`src/rtl/melody_sequencer.sv`:
```
`default_nettype none
// ============================================================================
// Module      : melody_sequencer
// Description : Plays a fixed 8-note chime (C3..C4 major scale) by presenting
//               a divisor and tone enable to a downstream tone generator,
//               holding each note for a number of beat ticks and following
//               it with an optional silent gap.
// Revision    : 1.0 - initial release
// ============================================================================
module melody_sequencer #(
  parameter logic [27:0] TICK_DIV  = 28'd2500000,
  parameter logic [3:0]  GAP_TICKS = 4'd1
) (
  input  logic        clock_in,
  input  logic        reset,
  input  logic        start,
  input  logic        stop,
  output logic [27:0] divisor_out,
  output logic        tone_en,
  output logic [2:0]  note_idx,
  output logic        busy,
  output logic        done
);

  localparam logic [27:0] TICK_LAST = TICK_DIV - 28'd1;
  localparam logic [2:0]  LAST_NOTE = 3'd7;

  typedef enum logic [1:0] {
    S_IDLE = 2'd0,
    S_PLAY = 2'd1,
    S_GAP  = 2'd2,
    S_DONE = 2'd3
  } state_t;

  state_t      state, state_next;
  logic [27:0] prescaler, prescaler_next;
  logic [27:0] divisor_next;
  logic [2:0]  dur_cnt, dur_next;
  logic [3:0]  gap_cnt, gap_next;
  logic [2:0]  idx_next;
  logic        tone_next, busy_next, done_next;
  logic        tick;
  logic        advance;

  // Divisor for each note of the chime
  function automatic logic [27:0] note_div(input logic [2:0] i);
    case (i)
      3'd0:    note_div = 28'd382233;
      3'd1:    note_div = 28'd340530;
      3'd2:    note_div = 28'd303030;
      3'd3:    note_div = 28'd286352;
      3'd4:    note_div = 28'd255102;
      3'd5:    note_div = 28'd227272;
      3'd6:    note_div = 28'd202478;
      default: note_div = 28'd191110;
    endcase
  endfunction

  // Duration in beat ticks; the final note is held twice as long
  function automatic logic [2:0] note_dur(input logic [2:0] i);
    note_dur = (i == LAST_NOTE) ? 3'd4 : 3'd2;
  endfunction

  assign tick = (prescaler == TICK_LAST);

  // Next-state and next-output logic; stop overrides everything but reset
  always_comb begin
    state_next     = state;
    prescaler_next = prescaler;
    divisor_next   = divisor_out;
    dur_next       = dur_cnt;
    gap_next       = gap_cnt;
    idx_next       = note_idx;
    tone_next      = tone_en;
    busy_next      = busy;
    done_next      = 1'b0;
    advance        = 1'b0;

    case (state)
      S_IDLE: begin
        if (start) begin
          state_next     = S_PLAY;
          idx_next       = 3'd0;
          divisor_next   = note_div(3'd0);
          dur_next       = note_dur(3'd0);
          tone_next      = 1'b1;
          busy_next      = 1'b1;
          prescaler_next = 28'd0;
        end
      end
      S_PLAY: begin
        prescaler_next = tick ? 28'd0 : prescaler + 28'd1;
        if (tick) begin
          if (dur_cnt == 3'd1) begin
            if (GAP_TICKS != 4'd0) begin
              // Silence the tone but keep the divisor for the gap
              tone_next  = 1'b0;
              gap_next   = GAP_TICKS;
              state_next = S_GAP;
            end else begin
              advance = 1'b1;
            end
          end else begin
            dur_next = dur_cnt - 3'd1;
          end
        end
      end
      S_GAP: begin
        prescaler_next = tick ? 28'd0 : prescaler + 28'd1;
        if (tick) begin
          if (gap_cnt == 4'd1) begin
            advance = 1'b1;
          end else begin
            gap_next = gap_cnt - 4'd1;
          end
        end
      end
      default: begin
        state_next = S_IDLE;
      end
    endcase

    // End of a note (and its gap): either finish or load the next note
    if (advance) begin
      prescaler_next = 28'd0;
      if (note_idx == LAST_NOTE) begin
        state_next   = S_DONE;
        busy_next    = 1'b0;
        tone_next    = 1'b0;
        divisor_next = 28'd0;
        done_next    = 1'b1;
      end else begin
        state_next   = S_PLAY;
        idx_next     = note_idx + 3'd1;
        divisor_next = note_div(note_idx + 3'd1);
        dur_next     = note_dur(note_idx + 3'd1);
        tone_next    = 1'b1;
      end
    end

    if (stop) begin
      state_next     = S_IDLE;
      prescaler_next = 28'd0;
      divisor_next   = 28'd0;
      dur_next       = 3'd0;
      gap_next       = 4'd0;
      idx_next       = 3'd0;
      tone_next      = 1'b0;
      busy_next      = 1'b0;
      done_next      = 1'b0;
    end
  end

  // State and output registers with synchronous reset
  always_ff @(posedge clock_in) begin
    if (reset) begin
      state       <= S_IDLE;
      prescaler   <= 28'd0;
      divisor_out <= 28'd0;
      dur_cnt     <= 3'd0;
      gap_cnt     <= 4'd0;
      note_idx    <= 3'd0;
      tone_en     <= 1'b0;
      busy        <= 1'b0;
      done        <= 1'b0;
    end else begin
      state       <= state_next;
      prescaler   <= prescaler_next;
      divisor_out <= divisor_next;
      dur_cnt     <= dur_next;
      gap_cnt     <= gap_next;
      note_idx    <= idx_next;
      tone_en     <= tone_next;
      busy        <= busy_next;
      done        <= done_next;
    end
  end

endmodule
`default_nettype wire

```
`config.mk`:
```
export PLATFORM = sky130hd
export DESIGN_NAME = melody_sequencer
export DESIGN_NICKNAME = d
export VERILOG_FILES = /design/src/rtl/melody_sequencer.sv
export SDC_FILE = /design/constraint.sdc
export NUM_CORES = 1
export LEC_CHECK = 0
export ABC_AREA = 1
export ABC_CLOCK_PERIOD_IN_PS = 2000
export BUFFER_PORTS_ARGS = -buffer_cell sky130_fd_sc_hd__buf_2
export CAP_MARGIN = 25
export CORE_AREA = 4 4 89 91
export CTS_BUF_LIST = sky130_fd_sc_hd__clkbuf_8
export CTS_CLUSTER_SIZE = 25
export DETAILED_ROUTE_END_ITERATION = 10
export DIE_AREA = 0 0 93 95
export PLACE_DENSITY_LB_ADDON = 0.3
export SLEW_MARGIN = 0
export SYNTH_ARGS = -nofsm -noshare
export SYNTH_HDL_FRONTEND = slang
export SYNTH_SLANG_ARGS = --single-unit
```
`constraint.sdc`:
```
create_clock -name clock_in -period 2 [get_ports clock_in]
set_input_delay 0.1 -clock clock_in [delete_from_list [all_inputs] [get_ports clock_in]]
set_output_delay 0.1 -clock clock_in [all_outputs]
set_load 0.005 [all_outputs]
```
==> reports/metrics.cfg <==
[sta]
max_slew.worst_pin.slew_ns=0.515
finalSetupTns_ns=0
worst_slew_margin_rel=0.654
timing.final.crit_share=0.948
slew_viol_final=0
final-hold-violation-count=0
fin_skew_ns=0.00530
clock.fmax_ghz=0.527
finalCriticalPeriod_ns=1.90
worst_slack_ns=0.104
finalSetupViolCount=0

[clocking]
clockBufferDepth=2
clk_root_buffer_cell=sky130_fd_sc_hd__clkbuf_8
cts_buffers=9
clkSinkCount=62
cts_tree=yes
clock_insertion_delay_worst_skew_ns=0.35
clk_pin_slew_ns=0.07
clock_tree.htree_level_count=3

[global_routing]
largest_net_degree_at_the_start_of_global_routing=18
first_global_vias=3558
grt_overflow=0
grt_pass1_wl_mm=16.3
antenna_found_initial=0
grt.total_usage=0.232

[finish]
fill_cells=695
sequential_cell_area_sq_mm=0.00124
finalNonFillerCells=743
most-common-layout-cells=sky130_fd_sc_hd__nand2_1, sky130_fd_sc_hd__nor2_1, sky130_fd_sc_hd__inv_1
area.growth.synth_to_final_pct=16.4
layout-drive-gt1-share=0.160
multi_input_area_sq_mm=0.00225
layout_commonest_cell=sky130_fd_sc_hd__nand2_1
num_antenna_cells=0
final_layout_net_count=657

[logic_synthesis]
postSynth.topFlopCell=sky130_fd_sc_hd__dfxtp_1
number_of_synthesized_register_bits=62
syn_avg_cell_area_sq_um=6.42
synth_area_sq_mm=0.00383
synth-warning-count=0
post_synth_num_cell_types=40
proportion_of_synthesized_chip_area_in_sequential_cells=0.324
post_synthesis_cells=596
synth-edff-count=0
async_flop_share=0

[placed_design]
buffer_ports.inserted=28
dp_cells=725
post_detailed_placement_half_perimeter_wirelength_mm=7.44
place_ws_ns=0.0627
place_congestion=0.945

[power_and_ir_drop]
power.total_mw=3.00
switchingPower_uw=742
peakVddDrop_v=0.000534
seq_power_share=0.425
netSwitchingFraction=0.247
pwr-share-comb=0.103
power-per-cell-area_mw_per_mm2=674
clkPwrFrac=0.472
power.static_leakage_nw=1.89
power.internal_mw=2.26

[critical_path]
timing.rr.start=note_idx[0]
endpoint=divisor_out[7]
critical_path_start_end_classification=reg -> reg
critical_path.reg2reg.endpoint=divisor_out[7]
cp-startpoint=note_idx[0]
critical-path-top-cell-by-count=sky130_fd_sc_hd__o21ai_0
crit_path_max_fanout=6
critical_path.cell_chain=ha_1 -> ha_4 -> inv_1 -> nand2_1 -> o21ai_0 -> or2_2 -> o21ai_0 -> a21oi_1
reg2reg_depth=8
start_kind=register
worst_path_buf_inv=1
r2r_slack_ns=0.10
type_of_element_capturing_the_critical_path=register
timing.critical_path.slowest_cell_delay_ns=0.33
critPathArrivalTime_ns=2.12
timing.critical_path.slowest_stage_cell=sky130_fd_sc_hd__or2_2
timing.critical_path.max_delay_family=adder cells
timing.critical_path.required_ns=2.22
depth_of_the_critical_timing_path_with_buffers_and_inverters_included=8

[outcome]
outcome=finished, final reports clean

[detailed_routing]
drt_pre_antenna_iters=5
routed-via-count=3887
post-route-drc-count=0
wl_per_cell_um=13.6
drt-vias-per-instance=5.23
first_iter_violations=209
final_antenna_violating_net_count=0
final_routed_wirelength_mm=10.1

[floorplan]
placementRows=31
core_area_sq_mm=0.00714
floorplan.initialDensity=0.536
die_h_um=95
dieArea_sq_mm=0.00884
floorplan.io_pins=38
floorplan.die.width_um=93

[min_path]
hold_path.class=in -> reg
hold_path_depth=5

[flow_run]
cap_viol_max_count=0

[state kept, by name, summed over array words and instances (netlist names)]
register     count
busy             1
divisor_out     19
done             1
dur_cnt          3
gap_cnt          4
note_idx         3
prescaler       28
state            2
tone_en          1
[power groups by stage]
stage | Combinational (mW) | Sequential, mW | Clock, mW
2_1_floorplan | 0.204 | 1.30 | 0
3_3_place_gp | 0.286 | 1.30 | 0
3_5_place_dp | 0.291 | 1.30 | 0
4_1_cts | 0.292 | 1.27 | 1.43
5_1_grt | 0.348 | 1.28 | 1.49
6_report | 0.310 | 1.27 | 1.42
[per-stage QoR]
step / instance area [sq um] / hold WS [ns] / util
global route: 4450 / 0.230 / 0.624
CTS: 4350 / 0.201 / 0.609
floorplan: 3860 / 0.384 / -
global placement: 4090 / 0.448 / 0.573
detailed placement: 4090 / 0.453 / 0.573
finish: 4450 / 0.222 / 0.624
[worst min path at each step]
stage / startpoint / to / slack, ns
detailed placement: prescaler[26] / prescaler[26] / 0.45
floorplan: done / done / 0.38
global route: stop / tone_en / 0.23
CTS: stop / state[0] / 0.20
finish: stop / tone_en / 0.22
global placement: prescaler[26] / prescaler[26] / 0.45
[cell families after synthesis]
| logic type | Yosys count | share of synthesized area |
|---|---|---|
| and+or+nand+nor | 320 | 0.374 |
| adders and majority gates | 14 | 0.0458 |
| xor gates and xnor gates | 6 | 0.0137 |
| other | 1 | 0.000980 |
| buffers and inverters | 103 | 0.115 |
| DFF | 62 | 0.324 |
| AOI/OAI and AO/OA | 90 | 0.126 |
[worst reg2reg max path, delay by kind of cell (launching register included)]
family,cells,cell delay (ns)
compound gates,3,0.37
flops,1,0.32
fa+ha+maj,2,0.59
simple gates,2,0.41
buf+inv,1,0.09
[repair_timing]
action	4_1_cts	5_1_grt
hold buffers	0	0
resized for setup	0	17
buffers inserted	0	2
setup endpoints to repair	0	31
hold endpoints to repair	0	0
[cell type report]
type | count | share of cell area
Clock inverter | 5 | 0.0236
Timing Repair Buffer | 42 | 0.0587
Sequential cell | 62 | 0.279
Clock buffer | 11 | 0.0340
Inverter | 85 | 0.0722
Tap cell | 99 | 0.0278
Multi-Input combinational cell | 439 | 0.505
[Yosys cell counts, types with 3 or more instances]
cell / number / area (sq um)
sky130_fd_sc_hd__or2_2: 3 / 18.8
sky130_fd_sc_hd__inv_1: 73 / 274
sky130_fd_sc_hd__nor2_2: 4 / 25.0
sky130_fd_sc_hd__dfxtp_1: 62 / 1240
sky130_fd_sc_hd__nor3b_1: 5 / 37.5
sky130_fd_sc_hd__o21ai_0: 45 / 225
sky130_fd_sc_hd__a21oi_1: 36 / 180
sky130_fd_sc_hd__xor2_1: 6 / 52.6
sky130_fd_sc_hd__nand4_1: 11 / 68.8
sky130_fd_sc_hd__ha_1: 14 / 175
sky130_fd_sc_hd__nand2_2: 5 / 31.3
sky130_fd_sc_hd__nor2_1: 82 / 308
sky130_fd_sc_hd__nor3_1: 24 / 120
sky130_fd_sc_hd__clkbuf_1: 5 / 18.8
sky130_fd_sc_hd__buf_4: 11 / 82.6
sky130_fd_sc_hd__nand2_1: 140 / 526
sky130_fd_sc_hd__inv_2: 11 / 41.3
sky130_fd_sc_hd__nand3_1: 32 / 160
[layer usage]
metal  up-vias  wire length (um)  share of wire  GRT usage
met1      1746              4290           0.43      0.280
met4         0               201          0.020     0.0806
li1       1984                 -              -          -
met3        22               634          0.063     0.0574
met2       135              4950           0.49      0.401
met5         -                 0              0          0
Note: power is estimated with default switching activity, not from simulation.
